File: src/rtl/fc_bin_pkg.sv
// Shared types and helpers for the binary fully-connected neuron engine.
// Bank/FSM state encodings, the ±1 bit constants and a constant-safe clog2.
package fc_bin_pkg;

    typedef enum logic [1:0] {
        EMPTY  = 2'd0,
        FULL   = 2'd1,
        ACTIVE = 2'd2
    } bank_state_t;

    typedef enum logic {
        IDLE = 1'b0,
        RUN  = 1'b1
    } fsm_state_t;

    localparam logic BIT_POS = 1'b1;
    localparam logic BIT_NEG = 1'b0;

    function automatic int fc_clog2(input int value);
        int result;
        int v;
        result = 0;
        v = value - 1;
        while (v > 0) begin
            result = result + 1;
            v = v >> 1;
        end
        return result;
    endfunction

endpackage

File: src/rtl/fc_bin_wbank.sv
// One weight bank: bit-serial write at (beat, channel), one CH-bit beat read.
// Contents need no reset; validity is tracked by the bank state in the top.
module fc_bin_wbank
    import fc_bin_pkg::*;
#(
    parameter int CH  = 12,
    parameter int LEN = 12,
    parameter int TW  = (LEN > 1) ? fc_clog2(LEN) : 1,
    parameter int CW  = (CH > 1) ? fc_clog2(CH) : 1
) (
    input  logic          clk,
    input  logic          we,
    input  logic [TW-1:0] wr_beat,
    input  logic [CW-1:0] wr_ch,
    input  logic          wbit,
    input  logic [TW-1:0] rd_beat,
    output logic [CH-1:0] rd_data
);

    logic [CH-1:0] mem [LEN];

    always_ff @(posedge clk) begin
        if (we) begin
            mem[wr_beat][wr_ch] <= wbit;
        end
    end

    // Read is combinational so the accepting edge sees the current beat's weights.
    assign rd_data = mem[rd_beat];

endmodule

File: src/rtl/fc_bin_dbuf.sv
// Binary (XNOR-popcount) fully-connected neuron with double-buffered serial
// weights, threshold output, weight reuse and synchronous frame abort.
module fc_bin_dbuf
    import fc_bin_pkg::*;
#(
    parameter int CH    = 12,
    parameter int LEN   = 12,
    parameter int ACC_W = 16
) (
    input  logic                    clk,
    input  logic                    rstn,
    input  logic                    weight,
    input  logic                    weight_en,
    output logic                    w_ready,
    output logic                    w_ovf,
    input  logic                    ivalid,
    input  logic [CH-1:0]           din,
    output logic                    iready,
    input  logic                    clr,
    input  logic                    w_keep,
    input  logic signed [ACC_W-1:0] thresh,
    output logic                    ovalid,
    output logic signed [ACC_W-1:0] dout,
    output logic                    dbin
);

    localparam int TW = (LEN > 1) ? fc_clog2(LEN) : 1;
    localparam int CW = (CH > 1) ? fc_clog2(CH) : 1;
    localparam int PW = fc_clog2(CH + 1);
    localparam logic [TW-1:0] T_LAST = TW'(LEN - 1);
    localparam logic [CW-1:0] C_LAST = CW'(CH - 1);
    localparam logic signed [ACC_W-1:0] CH_S = ACC_W'(CH);

    if (ACC_W < fc_clog2(CH * LEN) + 2) begin : g_acc_w_check
        $error("fc_bin_dbuf: ACC_W too narrow for CH*LEN");
    end

    bank_state_t bank_reg [2];
    bank_state_t bank_next [2];
    fsm_state_t  fsm_reg, fsm_next;
    logic        ld_ptr_reg, ld_ptr_next;
    logic [TW-1:0] ld_t_reg, ld_t_next;
    logic [CW-1:0] ld_c_reg, ld_c_next;
    logic [TW-1:0] t_reg, t_next;
    logic signed [ACC_W-1:0] acc_reg, acc_next;
    logic signed [ACC_W-1:0] dout_reg, dout_next;
    logic        dbin_reg, dbin_next;
    logic        ovalid_reg, ovalid_next;
    logic        w_ovf_reg, w_ovf_next;

    logic          has_active, act_sel, ld_sel;
    logic          wr_fire, ld_last, beat_fire, beat_last;
    logic [CH-1:0] rd_data [2];
    logic [CH-1:0] w_beat, match;
    logic [PW-1:0] pop;
    logic signed [ACC_W-1:0] contrib, sum;

    assign has_active = (bank_reg[0] == ACTIVE) || (bank_reg[1] == ACTIVE);
    assign act_sel    = (bank_reg[1] == ACTIVE);
    assign ld_sel     = has_active ? ~act_sel : ld_ptr_reg;
    assign w_ready    = (bank_reg[ld_sel] == EMPTY);
    assign wr_fire    = weight_en & w_ready;
    assign ld_last    = (ld_t_reg == T_LAST) && (ld_c_reg == C_LAST);
    assign iready     = (fsm_reg == RUN);
    assign beat_fire  = ivalid & iready & ~clr;
    assign beat_last  = (t_reg == T_LAST);

    for (genvar gi = 0; gi < 2; gi++) begin : g_bank
        fc_bin_wbank #(.CH(CH), .LEN(LEN), .TW(TW), .CW(CW)) u_bank (
            .clk     (clk),
            .we      (wr_fire && (ld_sel == 1'(gi))),
            .wr_beat (ld_t_reg),
            .wr_ch   (ld_c_reg),
            .wbit    (weight),
            .rd_beat (t_reg),
            .rd_data (rd_data[gi])
        );
    end

    assign w_beat = rd_data[act_sel];

    always_comb begin
        pop = '0;
        for (int c = 0; c < CH; c++) begin
            match[c] = (din[c] == w_beat[c]) ? BIT_POS : BIT_NEG;
            if (match[c] == BIT_POS) begin
                pop = pop + 1'b1;
            end
        end
        contrib = ACC_W'({pop, 1'b0}) - CH_S;
        sum     = acc_reg + contrib;
    end

    // Bank bookkeeping: fill, release (with zero-bubble hand-over) and promotion.
    always_comb begin
        bank_next   = bank_reg;
        ld_ptr_next = ld_ptr_reg;
        ld_t_next   = ld_t_reg;
        ld_c_next   = ld_c_reg;
        w_ovf_next  = w_ovf_reg | (weight_en & ~w_ready);
        if (wr_fire) begin
            if (ld_last) begin
                bank_next[ld_sel] = FULL;
                ld_t_next   = '0;
                ld_c_next   = '0;
                ld_ptr_next = ~ld_sel;
            end else if (ld_c_reg == C_LAST) begin
                ld_c_next = '0;
                ld_t_next = ld_t_reg + 1'b1;
            end else begin
                ld_c_next = ld_c_reg + 1'b1;
            end
        end
        // Hand-over looks at the registered state, so a bank filling on this
        // same edge waits one more edge instead of double-promoting.
        if (beat_fire && beat_last && !w_keep) begin
            bank_next[act_sel] = EMPTY;
            if (bank_reg[~act_sel] == FULL) begin
                bank_next[~act_sel] = ACTIVE;
            end
        end
        if (!has_active) begin
            if (bank_reg[~ld_ptr_reg] == FULL) begin
                bank_next[~ld_ptr_reg] = ACTIVE;
            end else if (bank_reg[ld_ptr_reg] == FULL) begin
                bank_next[ld_ptr_reg] = ACTIVE;
            end
        end
        fsm_next = ((bank_next[0] == ACTIVE) || (bank_next[1] == ACTIVE)) ? RUN : IDLE;
    end

    always_comb begin
        acc_next    = acc_reg;
        t_next      = t_reg;
        dout_next   = dout_reg;
        dbin_next   = dbin_reg;
        ovalid_next = 1'b0;
        unique case (fsm_reg)
            RUN: begin
                if (clr) begin
                    acc_next = '0;
                    t_next   = '0;
                end else if (beat_fire) begin
                    if (beat_last) begin
                        acc_next    = '0;
                        t_next      = '0;
                        dout_next   = sum;
                        dbin_next   = (sum >= thresh);
                        ovalid_next = 1'b1;
                    end else begin
                        acc_next = sum;
                        t_next   = t_reg + 1'b1;
                    end
                end
            end
            default: begin
                acc_next = acc_reg;
            end
        endcase
    end

    always_ff @(posedge clk or negedge rstn) begin
        if (!rstn) begin
            for (int b = 0; b < 2; b++) begin
                bank_reg[b] <= EMPTY;
            end
            fsm_reg    <= IDLE;
            ld_ptr_reg <= 1'b0;
            ld_t_reg   <= '0;
            ld_c_reg   <= '0;
            t_reg      <= '0;
            acc_reg    <= '0;
            dout_reg   <= '0;
            dbin_reg   <= 1'b0;
            ovalid_reg <= 1'b0;
            w_ovf_reg  <= 1'b0;
        end else begin
            bank_reg   <= bank_next;
            fsm_reg    <= fsm_next;
            ld_ptr_reg <= ld_ptr_next;
            ld_t_reg   <= ld_t_next;
            ld_c_reg   <= ld_c_next;
            t_reg      <= t_next;
            acc_reg    <= acc_next;
            dout_reg   <= dout_next;
            dbin_reg   <= dbin_next;
            ovalid_reg <= ovalid_next;
            w_ovf_reg  <= w_ovf_next;
        end
    end

    assign dout   = dout_reg;
    assign dbin   = dbin_reg;
    assign ovalid = ovalid_reg;
    assign w_ovf  = w_ovf_reg;

endmodule

File: config.mk
export PLATFORM = sky130hd
export DESIGN_NAME = fc_bin_dbuf
export DESIGN_NICKNAME = d
export VERILOG_FILES = /design/src/rtl/fc_bin_pkg.sv /design/src/rtl/fc_bin_wbank.sv /design/src/rtl/fc_bin_dbuf.sv
export SDC_FILE = /design/constraint.sdc
export NUM_CORES = 1
export LEC_CHECK = 0
export CAP_MARGIN = 20
export CORE_MARGIN = 2
export CORE_UTILIZATION = 45
export DETAILED_ROUTE_END_ITERATION = 8
export PLACE_DENSITY_LB_ADDON = 0.12
export SETUP_SLACK_MARGIN = 0.4
export SYNTH_ARGS = -nofsm -noshare
export SYNTH_HDL_FRONTEND = slang
export SYNTH_HIERARCHICAL = 1
export SYNTH_SLANG_ARGS = --single-unit
File: constraint.sdc
create_clock -name clk -period 12.05 [get_ports clk]
set_input_delay 2.41 -clock clk [delete_from_list [all_inputs] [get_ports clk]]
set_output_delay 2.41 -clock clk [all_outputs]
set_load 0.03 [all_outputs]
==> results.txt, run 1 <==
----------------------------------------------------
[Cells and area]
  Number of fill cells in the layout ... 3134
  Post-Layout Inst Area ... 19610 sq um
  Most frequent cells in the layout ... sky130_fd_sc_hd__nor2_1 (319), sky130_fd_sc_hd__edfxtp_1 (288), sky130_fd_sc_hd__buf_4 (72)
  Filler-free cell count of the finished design ... 1904
  Post-synthesis to final-layout area growth ... 16.94%
  Footprint of the flip-flops and latches ... 9932 sq um
  Number of flip-flops in the largest register ... 288
  Layout cells sized above 1 ... 19.15%
  Multi-input gate area in the final layout ... 6609 sq um
  Layout net count ... 1487
  Antenna cells ... 0
  Most frequent standard cell in the layout excluding fill and tap cells ... sky130_fd_sc_hd__nor2_1

[Placed design]
  Number of buffers inserted by port buffering ... 54
  Placed wire-length estimate after detailed placement ... 25.04 mm
  Area post-placement ... 18010 sq um
  GPL Wtd Cong ... 0.8345
  Post-placement cell count ... 1822

[Yosys]
  Synthesized area ... 16770 sq um
  Average cell area after synthesis ... 12.74 sq um
  Yosys synthesis warning count ... 6
  Cell type with the highest aggregate area in the netlist ... sky130_fd_sc_hd__edfxtp_1
  Xor and xnor fraction of the mapped netlist area ... 3.670%
  Share of async-settable or async-resettable flops after synthesis ... 15.04%
  Cell count after synthesis ... 1317
  Main area contributors after synthesis ... sky130_fd_sc_hd__edfxtp_1 (52%), sky130_fd_sc_hd__dfrtp_1 (7.6%), sky130_fd_sc_hd__nor2_1 (7.1%), sky130_fd_sc_hd__mux4_2 (6.4%), sky130_fd_sc_hd__mux2i_1 (3.5%)
  Simple-gate share of the synthesized area ... 12.39%
  Syn nets ... 1397
  Count of flip-flops with a built-in enable after synthesis ... 288
  Combinational family with the most area after synthesis ... simple AND/OR/NAND/NOR gates
  Portion of the post-synthesis area used by sequential elements ... 59.17%
  Multiplexer fraction of the synthesized cell area ... 11.82%
  Share of the synthesized area in the top cell type ... 51.56%
  FF+latch count, synth ... 339
  Prevailing post-synth register cell ... sky130_fd_sc_hd__edfxtp_1
  Distinct cell type count after synthesis ... 72
  Synth Area in Compound Gates ... 6.408%
  Adder-cell share of the synthesized area ... 3.402%

[Critical path]
  Data arrival time of the worst path ... 11.51 ns
  Critical path capture point type ... flip-flop
  Bufs and invs on worst path ... 8
  Crit Path Category ... reg -> reg
  Capturing instance or port of the critical path ... dbin
  Number of gates on the worst path with buffers counted ... 58
  Reg2Reg Capture Point ... dbin
  Max Fanout on Critical Path ... 8
  Category of the worst setup path launch point ... flip-flop
  CP delay by family, top ... adder cells
  Reg-to-reg critical path startpoint ... t_reg[0]
  Count of cells along the worst register-to-register path ... 58
  Worst path required time ... 12.50 ns
  Setup slack of the most critical reg-to-reg path ... 0.98 ns
  Worst setup path start ... t_reg[0]
  Worst-path cell with the longest stage delay ... sky130_fd_sc_hd__dfrtp_4
  Highest cell delay on the worst timing path ... 0.53 ns

[Timing]
  Slew headroom ... 38.07%
  Setup clock skew after layout ... 0.01589 ns
  Unrepaired setup endpoints after global routing ... false
  Total count of max-transition violations in the final report ... 0
  Actual slew at the worst max-slew pin ... 0.9255 ns
  Part of the cycle the worst path needs ... 91.83%
  Final Hold Fails ... 0
  Fmax ... 90.37 MHz
  Tmin final ... 11.07 ns
  Count of final setup violators ... 0

[Detailed routing]
  DR vias ... 10690
  Final wirelength ... 38.55 mm
  Final routed DRC violation total ... 0
  Via density per instance ... 5.616
  Routed length per instance ... 20.25 microns
  Count of antenna-violating nets left after detailed routing ... 0
  Iteration count of the initial detailed-routing pass ... 5
  Number of DRC violations after detailed-routing iteration 0 ... 757

[Clock tree]
  Hold buffer count at cts ... 0
  Number of CTS-inserted buffers ... 39
  Clock Pin Slew Worst Setup and Hold Paths ... 0.06 ns
  Clock tree from TritonCTS ... built
  Buffer cell driving the clock tree root ... sky130_fd_sc_hd__clkbuf_16
  Clock tree sinks ... 339
  H-tree depth ... 2
  Max Root-Sink Buffers ... 3
  Insertion delay to the later sink of the worst-skew pair ... 0.53 ns

[Floorplanning]
  Core region area ... 36700 sq um
  Die outline area ... 38830 sq um
  Starting density of the core ... 45.70%
  Width of the die ... 197.1 microns
  Floorplan die height ... 197.1 microns
  Top Ports ... 56
  Total number of placement rows ... 70

[Pwr]
  Power consumption ... 3.655 mW
  Share of total power in sequential cells ... 36.3%
  Sw Pwr ... 1.130 mW
  Combinational fraction of design power ... 33.3%
  Power per cell area ... 186.3 nW/um^2
  Clock network fraction of total power ... 30.5%
  Worst vdd rail ir drop ... 0.0001043 V
  Internal power ... 2.525 mW
  Net Sw Frac ... 30.92%
  Static leakage power ... 6.749 nW

[Global route]
  Total global-route track usage ... 20.26%
  Antenna violations before repair ... 0
  Vias in the first global route ... 10410
  Total global routing overflow ... 0
  Wire length of the first global-routing pass ... 60.13 mm
  Largest net degree at the start of global routing ... 184

[Hold path]
  Kind of path behind the tightest hold check ... reg -> reg

[Run status]
  Run status ... finished clean

[Flow run]
  Reported max-cap violation count ... 0

----------------------------------------------------
[metrics by stage]
| step | hold slack (ns) | setup TNS (ns) | utilization, % | worst slack (ns) |
|---|---|---|---|---|
| 2_1_floorplan | 0.4800 | 0 | - | 0.4076 |
| 3_3_place_gp | 0.4664 | -0.3018 | 49.09 | -0.3018 |
| 3_5_place_dp | 0.4774 | -1.068 | 49.09 | -0.5749 |
| 4_1_cts | 0.4955 | 0 | 52.68 | 0.4087 |
| 5_1_grt | 0.5049 | 0 | 53.45 | 0.3802 |
| 6_report | 0.4970 | 0 | 53.45 | 0.9841 |
[timing repair]
action	4_1_cts	5_1_grt
cloned	0	0
endpoints found under the setup margin	3	6
gates resized for setup	21	38
pin swaps	14	26
buffers inserted	3	8
[how the worst min path moves through the flow]
stage	start	end	slack, ns	depth (start not counted)
3_5_place_dp	w_ovf	w_ovf	0.48	1
5_1_grt	w_ovf	w_ovf	0.50	1
3_3_place_gp	w_ovf	w_ovf	0.47	1
4_1_cts	w_ovf	w_ovf	0.50	1
6_report	w_ovf	w_ovf	0.50	1
2_1_floorplan	acc_reg[1]	acc_reg[1]	0.48	1
[synth_stat cells (all sizes together) (9+ instances only)]
library cell,instances
nand2,61
o221ai,25
a21oi,25
a22oi,25
inv,38
ha,44
mux2,24
o21ai,25
nor2b,28
clkbuf,62
mux2i,61
nand2b,9
mux4,48
buf,18
nor2,319
dfrtp,51
xor2,14
nand3,26
edfxtp,288
xnor2,32
a22o,17
[per-layer routing]
metal  track usage, %  wire length, microns  vias up
li1                 -                     -     4968
met1            29.25                 17710     5417
met2            32.74                 18220      261
met3            2.971                  1985       46
met4            4.539                   645        0
met5                0                     0        -
[worst reg2reg max path: cells and delay by family, from the launching register on]
kind / cells / cell delay (ns)
buf+inv: 8 / 0.83
mux: 4 / 1.30
flops: 1 / 0.53
fa+ha+maj: 12 / 3.19
xor+xnor: 6 / 1.22
compound gates: 19 / 3.00
simple gates: 9 / 0.90
[power by group through the flow]
stage / clock [mW] / combinational [mW] / sequential [mW]
final: 1.11 / 1.22 / 1.33
after CTS: 1.14 / 1.16 / 1.33
after detailed placement: 0 / 1.09 / 1.35
after floorplan: 0 / 0.690 / 1.34
after global routing: 1.18 / 1.36 / 1.33
after global placement: 0 / 1.08 / 1.35
[logic make-up (layout without fill, tap and decap cells)]
| group | after synthesis | count (layout) |
|---|---|---|
| DFF | 339 | 339 |
| muxes | 133 | 133 |
| adders and majority gates | 45 | 45 |
| other | 1 | 1 |
| buffers and inverters | 118 | 237 |
| AOI/OAI and AO/OA | 148 | 148 |
| xor gates and xnor gates | 50 | 50 |
| and+or+nand+nor | 483 | 483 |
[cell type report]
type / instances / share of cell area, %
Sequential cell: 339 / 50.64
Tap cell: 468 / 2.985
Multi-Input combinational cell: 860 / 33.69
Inverter: 38 / 0.7272
Timing Repair Buffer: 129 / 5.837
Clock inverter: 19 / 0.6953
Clock buffer: 51 / 5.422
(Power assumes the default switching activity.)
==> run 2, diff against run 1 <==
TNS_END_PERCENT = 100   (was unset)
==> results of run 2 <==
No change in the layout: final DEF, timing and power equal those of run 1.
==> run 3, diff against run 2 <==
CORE_MARGIN = unset   (was 2)
==> results.txt, run 3 (same netlist as run 1, synthesis figures left out) <==
----------------------------------------------------
[Critical path]
  Max Fanout on Critical Path ... 4
  Worst path required time ... 12.51 ns
  Most used cell along the critical path ... sky130_fd_sc_hd__ha_1
  Critical path capture point type ... flip-flop
  Data arrival time of the worst path ... 11.60 ns
  Bufs and invs on worst path ... 6
  Crit Path Category ... in -> reg
  Worst setup path start ... din[2]
  Highest cell delay on the worst timing path ... 0.31 ns
  Reg-to-reg critical path startpoint ... t_reg[0]
  CP delay by family, top ... adder cells
  Category of the worst setup path launch point ... input port
  Worst-path cell with the longest stage delay ... sky130_fd_sc_hd__or2_2

[Run status]
  Run status ... finished clean

[Cells and area]
  Final Core Density ... 53.09%
  Most frequent standard cell in the layout excluding fill and tap cells ... sky130_fd_sc_hd__nor2_1
  Layout net count ... 1485
  Layout cells sized above 1 ... 18.24%
  Number of fill cells in the layout ... 3124
  Number of flip-flops in the largest register ... 288
  Most frequent cells in the layout ... sky130_fd_sc_hd__nor2_1 (319), sky130_fd_sc_hd__edfxtp_1 (288), sky130_fd_sc_hd__buf_4 (70)
  Post-synthesis to final-layout area growth ... 15.88%
  Antenna cells ... 0

[Clock tree]
  Number of CTS-inserted buffers ... 37
  Insertion delay to the later sink of the worst-skew pair ... 0.53 ns
  H-tree depth ... 2
  Hold buffer count at cts ... 0
  Clock Pin Slew Worst Setup and Hold Paths ... 0.06 ns
  Clock tree sinks ... 339
  Max Root-Sink Buffers ... 3
  Clock tree from TritonCTS ... built
  Buffer cell driving the clock tree root ... sky130_fd_sc_hd__clkbuf_16

[Timing]
  Slew headroom ... 29.76%
  Part of the cycle the worst path needs ... 92.48%
  Worst hold margin ... 0.4877 ns
  Tmin final ... 11.14 ns
  Count of final setup violators ... 0
  Final Hold Fails ... 0
  Setup clock skew after layout ... 0.02105 ns
  Total count of max-transition violations in the final report ... 0
  Unrepaired setup endpoints after global routing ... false
  Fmax ... 89.74 MHz
  Actual slew at the worst max-slew pin ... 1.054 ns

[Global route]
  Antenna violations before repair ... 0
  Wire length of the first global-routing pass ... 60.47 mm
  Total global routing overflow ... 0
  Vias in the first global route ... 10650
  Total global-route track usage ... 20.77%
  Largest net degree at the start of global routing ... 164

[Detailed routing]
  Via density per instance ... 5.585
  Number of DRC violations after detailed-routing iteration 0 ... 947
  Count of antenna-violating nets left after detailed routing ... 0
  Final wirelength ... 38.82 mm
  Final routed DRC violation total ... 0
  Iteration count of the initial detailed-routing pass ... 5
  DR vias ... 10610
  Routed length per instance ... 20.44 microns

[Flow run]
  Reported max-cap violation count ... 0

[Pwr]
  Net Sw Frac ... 31.48%
  Sw Pwr ... 1.137 mW
  Internal power ... 2.474 mW
  Worst vdd rail ir drop ... 0.0001037 V
  Power per cell area ... 185.8 nW/um^2
  Static leakage power ... 6.679 nW
  Combinational fraction of design power ... 34.5%
  Share of total power in sequential cells ... 36.8%
  Clock network fraction of total power ... 28.8%

[Floorplanning]
  Starting density of the core ... 45.81%
  Width of the die ... 195.1 microns
  Floorplan die height ... 195.1 microns
  Die outline area ... 38050 sq um
  Core region area ... 36610 sq um
  Top Ports ... 56
  Total number of placement rows ... 70

[Hold path]
  Kind of path behind the tightest hold check ... reg -> reg
  Critical hold path startpoint ... w_ovf

[Placed design]
  Placed wire-length estimate after detailed placement ... 24.84 mm
  Number of buffers inserted by port buffering ... 54
  GPL Wtd Cong ... 0.8409

----------------------------------------------------
==> run 3: changes by cell type in the layout (fill, tap and decap cells not counted), sizes merged <==
| cell | delta |
|---|---|
| clkinv | -8 |
| inv | +1 |
| clkbuf | +4 |
| bufinv | -2 |
==> run 3: metrics by stage <==
stage	TNS [ns]	std cells	worst slack, ns	instance area, sq um	total power [mW]
after floorplan	0	1317	0.4076	16770	2.026
after detailed placement	-1.104	1820	-0.5904	17990	2.439
after global placement	-0.3615	1820	-0.3615	17990	2.425
final	0	1899	0.9062	19440	3.611
after CTS	0	1890	0.4469	19190	3.565
after global routing	0	1899	0.3139	19440	3.814
==> run 3: worst paths after layout <==
path                                  to  cells after the start  slack, ns
worst min register to register     w_ovf                      1       0.49
min in group asynchronous       dout[13]                      2       2.00
worst max-delay path                dbin                     55       0.91
max in group asynchronous       t_reg[0]                      2       9.50
worst min-delay path               w_ovf                      1       0.49
worst max register to register      dbin                     58       0.92
==> run 3: area by class of cell <==
class                           instances  area (sq um)  share of cell area, %
Clock buffer                           55          1036                  5.330
Clock inverter                         10         47.55                 0.2446
Inverter                               38         142.6                 0.7339
Multi-Input combinational cell        860          6549                  33.69
Sequential cell                       339          9932                  51.10
Tap cell                              468         585.6                  3.013
Timing Repair Buffer                  129          1144                  5.884
==> run 3: power by group through the flow <==
stage / logic, mW / registers (mW) / clock network [mW]
floorplan: 0.690 / 1.34 / 0
global placement: 1.08 / 1.35 / 0
detailed placement: 1.09 / 1.35 / 0
CTS: 1.18 / 1.33 / 1.06
global route: 1.38 / 1.33 / 1.11
finish: 1.24 / 1.33 / 1.04
==> run 3: per-layer routing <==
metal | GRT usage (%) | vias up | routed length, microns
met5 | 0 | - | 0
li1 | - | 4962 | -
met4 | 5.628 | 0 | 868
met1 | 28.91 | 5332 | 17400
met2 | 33.97 | 256 | 18510
met3 | 3.230 | 55 | 2048
==> run 3: repair_timing <==
action / in CTS / in global routing
resized for setup: 20 / 36
pin swaps: 14 / 22
setup buffers: 5 / 8
setup endpoints to repair: 3 / 5
